### config.mk
export PLATFORM = sky130hd
export DESIGN_NAME = uart_tx_frame_ctrl
export DESIGN_NICKNAME = d
export VERILOG_FILES = /design/src/rtl/uart_tx_frame_ctrl.sv
export SDC_FILE = /design/constraint.sdc
export NUM_CORES = 1
export LEC_CHECK = 0
export CAP_MARGIN = 30
export CORE_MARGIN = 8
export CORE_UTILIZATION = 45
export CTS_CLUSTER_DIAMETER = 30
export DETAILED_ROUTE_END_ITERATION = 7
export HOLD_SLACK_MARGIN = 0.15
export PLACE_DENSITY = 0.7
export SYNTH_ARGS = -nofsm -noshare
export SYNTH_HDL_FRONTEND = slang
export SYNTH_SLANG_ARGS = --single-unit
### constraint.sdc
create_clock -name clk -period 3.05 [get_ports clk]
set_input_delay 0.7625 -clock clk [delete_from_list [all_inputs] [get_ports clk]]
set_output_delay 0.7625 -clock clk [all_outputs]
set_load 0.005 [all_outputs]
### src/rtl/uart_tx_frame_ctrl.sv
// rtl/uart_tx_frame_ctrl.sv - UART transmit framer: start, LSB-first data, optional parity, stop
module uart_tx_frame_ctrl #(
    parameter int WIDTH = 8
) (
    input  logic             clk,
    input  logic             reset_n,
    input  logic [WIDTH-1:0] p_data_in,
    input  logic             data_valid_in,
    input  logic             par_en_in,
    input  logic             par_bit_in,
    output logic             tx_out,
    output logic             busy_out
);

    localparam int CNT_W = (WIDTH > 1) ? $clog2(WIDTH) : 1;
    localparam logic [CNT_W-1:0] LAST_BIT = CNT_W'(WIDTH - 1);

    typedef enum logic [2:0] {
        IDLE,
        START,
        DATA,
        PARITY,
        STOP
    } state_t;

    state_t           state_q, state_d;
    logic [WIDTH-1:0] shadow_q, shadow_d;
    logic             par_en_q, par_en_d;
    logic [CNT_W-1:0] cnt_q, cnt_d;
    logic             tx_q, tx_d;
    logic             busy_q, busy_d;
    logic [CNT_W-1:0] cnt_inc;

    assign cnt_inc  = cnt_q + 1'b1;
    assign tx_out   = tx_q;
    assign busy_out = busy_q;

    // Next-state logic; line and busy are computed from the state being entered
    always_comb begin
        state_d  = state_q;
        shadow_d = shadow_q;
        par_en_d = par_en_q;
        cnt_d    = cnt_q;
        tx_d     = 1'b1;
        busy_d   = 1'b0;
        case (state_q)
            IDLE: begin
                if (data_valid_in) begin
                    state_d  = START;
                    shadow_d = p_data_in;
                    par_en_d = par_en_in;
                    cnt_d    = '0;
                    tx_d     = 1'b0;
                    busy_d   = 1'b1;
                end
            end
            START: begin
                state_d = DATA;
                cnt_d   = '0;
                tx_d    = shadow_q[0];
                busy_d  = 1'b1;
            end
            DATA: begin
                busy_d = 1'b1;
                if (cnt_q == LAST_BIT) begin
                    // Counter holds at the last index so it never wraps
                    if (par_en_q) begin
                        state_d = PARITY;
                        tx_d    = par_bit_in;
                    end else begin
                        state_d = STOP;
                        tx_d    = 1'b1;
                    end
                end else begin
                    cnt_d = cnt_inc;
                    tx_d  = shadow_q[cnt_inc];
                end
            end
            PARITY: begin
                state_d = STOP;
                tx_d    = 1'b1;
                busy_d  = 1'b1;
            end
            STOP: begin
                // Always passes through IDLE, giving one idle-high bit between frames
                state_d = IDLE;
                tx_d    = 1'b1;
                busy_d  = 1'b0;
            end
            default: begin
                state_d = IDLE;
            end
        endcase
    end

    // State and output registers; reset aborts any frame and returns the line high
    always_ff @(posedge clk or negedge reset_n) begin
        if (!reset_n) begin
            state_q  <= IDLE;
            shadow_q <= '0;
            par_en_q <= 1'b0;
            cnt_q    <= '0;
            tx_q     <= 1'b1;
            busy_q   <= 1'b0;
        end else begin
            state_q  <= state_d;
            shadow_q <= shadow_d;
            par_en_q <= par_en_d;
            cnt_q    <= cnt_d;
            tx_q     <= tx_d;
            busy_q   <= busy_d;
        end
    end

endmodule

==> flow_summary.ini, run 1 <==
[floorplan]
die_w_um = 58.6
ioPinCount = 15
die_h_um = 58.6
dieArea_sq_um = 3430
fp.coreArea_sq_um = 1710
start_util_pct = 47.8
fp-row-count = 15

[global_route]
grt_pass1_vias = 570
grt-ovfl-total = 0
grt_usage_pct = 9.37
grt_pass1_wl_um = 2510
grt_start_max_net_pins = 18
antenna_found_initial = 0

[critical_path]
cp_max_fo = 11
r2r_slack_ps = 1320
crit_end = shadow_q[7]
rr_worst_depth = 4
timing.rr.start = cnt_q[0]
r2r-end = tx_out
cp-start-kind = input pin
worst_ep_required_time_ps = 3230
worstPathArrival_ps = 2250
crit_type = input pin to flop
worstSetupStartpoint = data_valid_in
endpoint_kind = flop

[flow_run]
drv_cap = 0

[route]
wire_per_inst_um = 12.9
wl_um = 1370
ant_nets = 0
drcViolationCount = 0
vias = 516
via_per_inst = 4.87
drt-pass1-iter-count = 4
drtIter0Drc = 7

[placed_design]
gp_congestion = 0.746
io_buffers = 14
dp_worst_setup_slack_ps = 646
dp_hpwl_um = 1050

[synth]
synth_area_leaders = dfrtp_1, mux2_1, mux2i_1
synth.distinct_cells = 26
netlist_area_sq_um = 816
syn-num-nets = 80
postSynthRegisterBits = 17
synth_warnings = 0
synth_top_cell_by_area = dfrtp_1
seq_area_frac_synth_pct = 52.3
synthDominantCellAreaShare_pct = 49.1
syn_avg_cell_area_sq_um = 12.6
syn_inst = 65

[cts]
clkSinkCount = 17
cts.hold.buffers_added = 0
htreeDepth = 1
cts.path.max_buffers = 2
cts_tree = yes
worstSkewPairLatency_ps = 280
clk_pin_slew_worst_paths_ps = 100
cts_root_buf = clkbuf_4
cts.repair.resized = 0
postCtsSetupRepairBufs = 0
cts_made_buffers = 3

[timing]
setup_ws_ps = 981
setup_violations = 0
tns_ps = 0
finalHoldViolCount = 0
post-route-min-period_ps = 2070
rsz0062_at_grt = false
fin_worst_skew_ps = 4.02
worst_pin_slew_ps = 712
drv_slew = 0
post-route-period-util_pct = 67.9
whs_ps = 496
max_freq_mhz = 483
slew_headroom_pct = 52.4

[cells_and_area]
fin_util_pct = 58.4
diodes = 0
area_delta_synth_final_pct = 22.2
drive_above_1_share_pct = 11.1
finalNetCount = 97

[worst_hold_path]
hold_path.class = flop to flop

[status]
outcome = completed

[power]
p_leak_nw = 0.428
totalPowerFinal_uw = 904
powerDensity_nw_per_um2 = 907
ir_drop_mv = 0.477
[per-layer routing]
metal / global-route usage (%) / vias up / share of wire (%)
li1: - / 268 / -
met1: 12.8 / 238 / 51
met3: 3.04 / 0 / 4.0
met2: 13.1 / 10 / 45
met4: 4.10 / 0 / 0
met5: 0 / - / 0
[critical path: stages]
cell and delay [ps]:
clkdlybuf4s50_1 530, nor4b_4 570, mux2_1 380
[worst min-delay path by stage]
stage / slack, ps / from / to / cells after the start
after floorplan: 450 / shadow_q[4] / shadow_q[4] / 1
after CTS: 500 / shadow_q[1] / shadow_q[1] / 1
after global routing: 520 / shadow_q[1] / shadow_q[1] / 1
final: 500 / shadow_q[1] / shadow_q[1] / 1
after detailed placement: 480 / shadow_q[1] / shadow_q[1] / 1
after global placement: 460 / shadow_q[4] / shadow_q[4] / 1
[synth_stat cells]
library cell  instances
o21ai_1               2
and3_1                1
o21a_1                1
nor4b_4               1
buf_2                 1
nand2_1               3
inv_2                 1
nor2_1                3
o2111ai_1             1
mux2_2                1
nor3_1                2
buf_6                 1
mux2i_1               3
inv_1                 3
dfstp_2               1
a21oi_1               5
o22ai_1               2
mux4_2                1
nand3_1               1
dfrtp_1              16
nor4_4                1
ha_1                  2
nand3b_1              1
nand2b_1              2
a22o_1                2
mux2_1                7
[metrics by stage]
step                      cell area, sq um  std cells
after floorplan                        816         65
after global placement                 971        102
after detailed placement               971        102
after CTS                              997        106
after global routing                   997        106
final                                  997        106
[area by class of cell]
class                   instances  area (sq um)
flip-flops and latches         17           427
clock buffers                   4          26.3
multi-input cells              42           358
inverters                       4          15.0
well taps                      25          31.3
fillers                       151           711
repair buffers                 14           140
[where the power goes]
part	switching [mW]	internal, mW	total, mW
combinational	0.160	0.211	0.370
clock	0.0677	0.0507	0.118
sequential	0.0823	0.333	0.416
[sequential cells by signal, indices dropped and copies added (netlist names)]
register	cells
cnt_q	3
busy_out	1
par_en_q	1
state_q	3
shadow_q	8
tx_out	1
[kinds of logic after synthesis]
kind of cell | synth area share, %
flops | 52.3
simple gates | 13.3
compound gates | 9.97
mux | 17.5
buf+inv | 3.83
fa+ha+maj | 3.07
[placed cells by master (no fill, tap or decap)]
master / instances
a21oi_1: 5
a22o_1: 2
and3_1: 1
clkbuf_1: 1
clkbuf_4: 3
clkdlybuf4s50_1: 14
dfrtp_1: 16
dfstp_2: 1
ha_1: 2
inv_1: 3
inv_2: 1
mux2_1: 7
mux2_2: 1
mux2i_1: 3
mux4_2: 1
nand2_1: 3
nand2b_1: 2
nand3_1: 1
nand3b_1: 1
nor2_1: 3
nor3_1: 2
nor4_4: 1
nor4b_4: 1
o2111ai_1: 1
o21a_1: 1
o21ai_1: 2
o22ai_1: 2
(Power assumes the default switching activity.)
==> run 2, diff against run 1 <==
- CORE_UTILIZATION: 45 -> 44
- PLACE_DENSITY: 0.7 -> 0.72
- clock period: 3.05 -> 1.7 ns (I/O delays scaled with it)
==> run 2 against run 1 <==
Net effect:
- non-clock buffer count rose by 10
- clock power rose by 88%
- register-to-register slack got worse by 1200 ps
- final cell count rose by 9.4%
- die area rose by 1.7%
- critical path type is now flop to flop
==> flow_summary.ini, run 2 (synthesized netlist as in run 1, its figures left out) <==
[status]
outcome = completed

[global_route]
grt_pass1_vias = 593
grt_pass1_wl_um = 2620
antenna_found_initial = 0
grt_usage_pct = 9.71
grt-ovfl-total = 0
grt_start_max_net_pins = 12

[cells_and_area]
finalNetCount = 107
diodes = 0
largest_register_ff_count = 8
top_regs = shadow_q x8, cnt_q x3, state_q x3
layout_commonest_cell = dfrtp_1
regMostFlops = shadow_q
area_delta_synth_final_pct = 34.0
n_fill_cell = 154
drive_above_1_share_pct = 24.2
final_cell_mix = dfrtp_1, clkdlybuf4s50_1, buf_4, mux2_1, a21oi_1

[critical_path]
cp-start-kind = flop
worst_ep_required_time_ps = 1920
cpMaxStageDelayCell = mux4_2
slowest_delay_ps = 500
critical_path.top_delay_family = multiplexers
path_buf_inv = 0
crit_type = flop to flop
cp_max_fo = 2
endpoint_kind = flop
worstPathArrival_ps = 1780
crit_chain = ha_4, mux4_2, o2111ai_2, nand3b_1

[route]
via_per_inst = 4.95
drt-pass1-iter-count = 4
vias = 574
drcViolationCount = 0
ant_nets = 0
wire_per_inst_um = 12.5
wl_um = 1460
drtIter0Drc = 5

[floorplan]
fp.coreArea_sq_um = 1750
dieArea_sq_um = 3490
fp-row-count = 15
ioPinCount = 15
die_h_um = 59.1
die_w_um = 59.1
start_util_pct = 46.7

[timing]
max_freq_mhz = 642
fin_worst_skew_ps = 11.5
post-route-period-util_pct = 91.6
worst_pin_slew_ps = 370
setup_violations = 0
finalHoldViolCount = 0
slew_headroom_pct = 75.3
drv_slew = 0
post-route-min-period_ps = 1560
rsz0062_at_grt = false
tns_ps = 0
setup_ws_ps = 143

[placed_design]
dp_worst_setup_slack_ps = -93.5
io_buffers = 14
dp_hpwl_um = 1210
gp_congestion = 0.870

[power]
ir_drop_mv = 0.830
powerDensity_nw_per_um2 = 1630
totalPowerFinal_mw = 1.78
p_leak_nw = 0.477

[cts]
clk_pin_slew_worst_paths_ps = 110
cts.hold.buffers_added = 0
cts_made_buffers = 3
worstSkewPairLatency_ps = 300
postCtsSetupRepairBufs = 0
htreeDepth = 1
cts_root_buf = clkbuf_4
cts.path.max_buffers = 2
clkSinkCount = 17
cts_tree = yes

[flow_run]
drv_cap = 0

[worst_hold_path]
hold_path.class = input pin to async pin
run 2: cell type report:
| type | instances | area, sq um | area share [%] |
|---|---|---|---|
| Sequential cell | 17 | 427 | 39.0 |
| Multi-Input combinational cell | 42 | 377 | 34.4 |
| Timing Repair Buffer | 24 | 214 | 19.6 |
| Tap cell | 25 | 31.3 | 2.86 |
| Clock buffer | 3 | 22.5 | 2.06 |
| Inverter | 4 | 15.0 | 1.37 |
| Clock inverter | 1 | 7.51 | 0.686 |
run 2: per-stage QoR:
step                util [%]  std cells  area [sq um]  hold WS, ps
finish                  62.7        116          1090          379
detailed placement      59.9        112          1050          471
global placement        59.9        112          1050          465
global route            62.7        116          1090          385
floorplan                  -         65           816          129
CTS                     61.6        116          1070          380
run 2: power by group:
group | switching (mW) | internal [mW] | leakage (nW)
Sequential | 0.138 | 0.598 | 0.206
Clock | 0.132 | 0.0897 | 0.0139
Combinational | 0.341 | 0.479 | 0.257
Total | 0.610 | 1.17 | 0.477
run 2: worst paths after layout:
kind                             startpoint     endpoint  slack, ps  cells after the start
min in group clk                shadow_q[4]  shadow_q[4]        490                      1
worst max-delay path               cnt_q[0]       tx_out        140                      4
max in group asynchronous           reset_n     cnt_q[1]        850                      2
worst min-delay path                reset_n     par_en_q        380                      1
worst max register to register     cnt_q[0]       tx_out        140                      4
worst min register to register  shadow_q[4]  shadow_q[4]        490                      1
run 2: routing by layer:
metal / part of all wire [%] / up-vias / GRT usage, %
met5: 0 / - / 0
li1: - / 287 / -
met4: 0.89 / 0 / 2.05
met2: 47 / 13 / 14.0
met1: 45 / 272 / 12.4
met3: 6.9 / 2 / 5.21
run 2: worst register-to-register path, delay by kind of cell (launching register included):
kind                       cells  cell delay, ps
AOI/OAI and AO/OA              1             180
adders and majority gates      1             290
muxes                          1             500
DFF                            1             430
and+or+nand+nor                1              90
run 2: timing repair:
item | in CTS | in global routing
gates resized for setup | 1 | 2
cloned | 0 | 0
setup endpoints to repair | 1 | 1
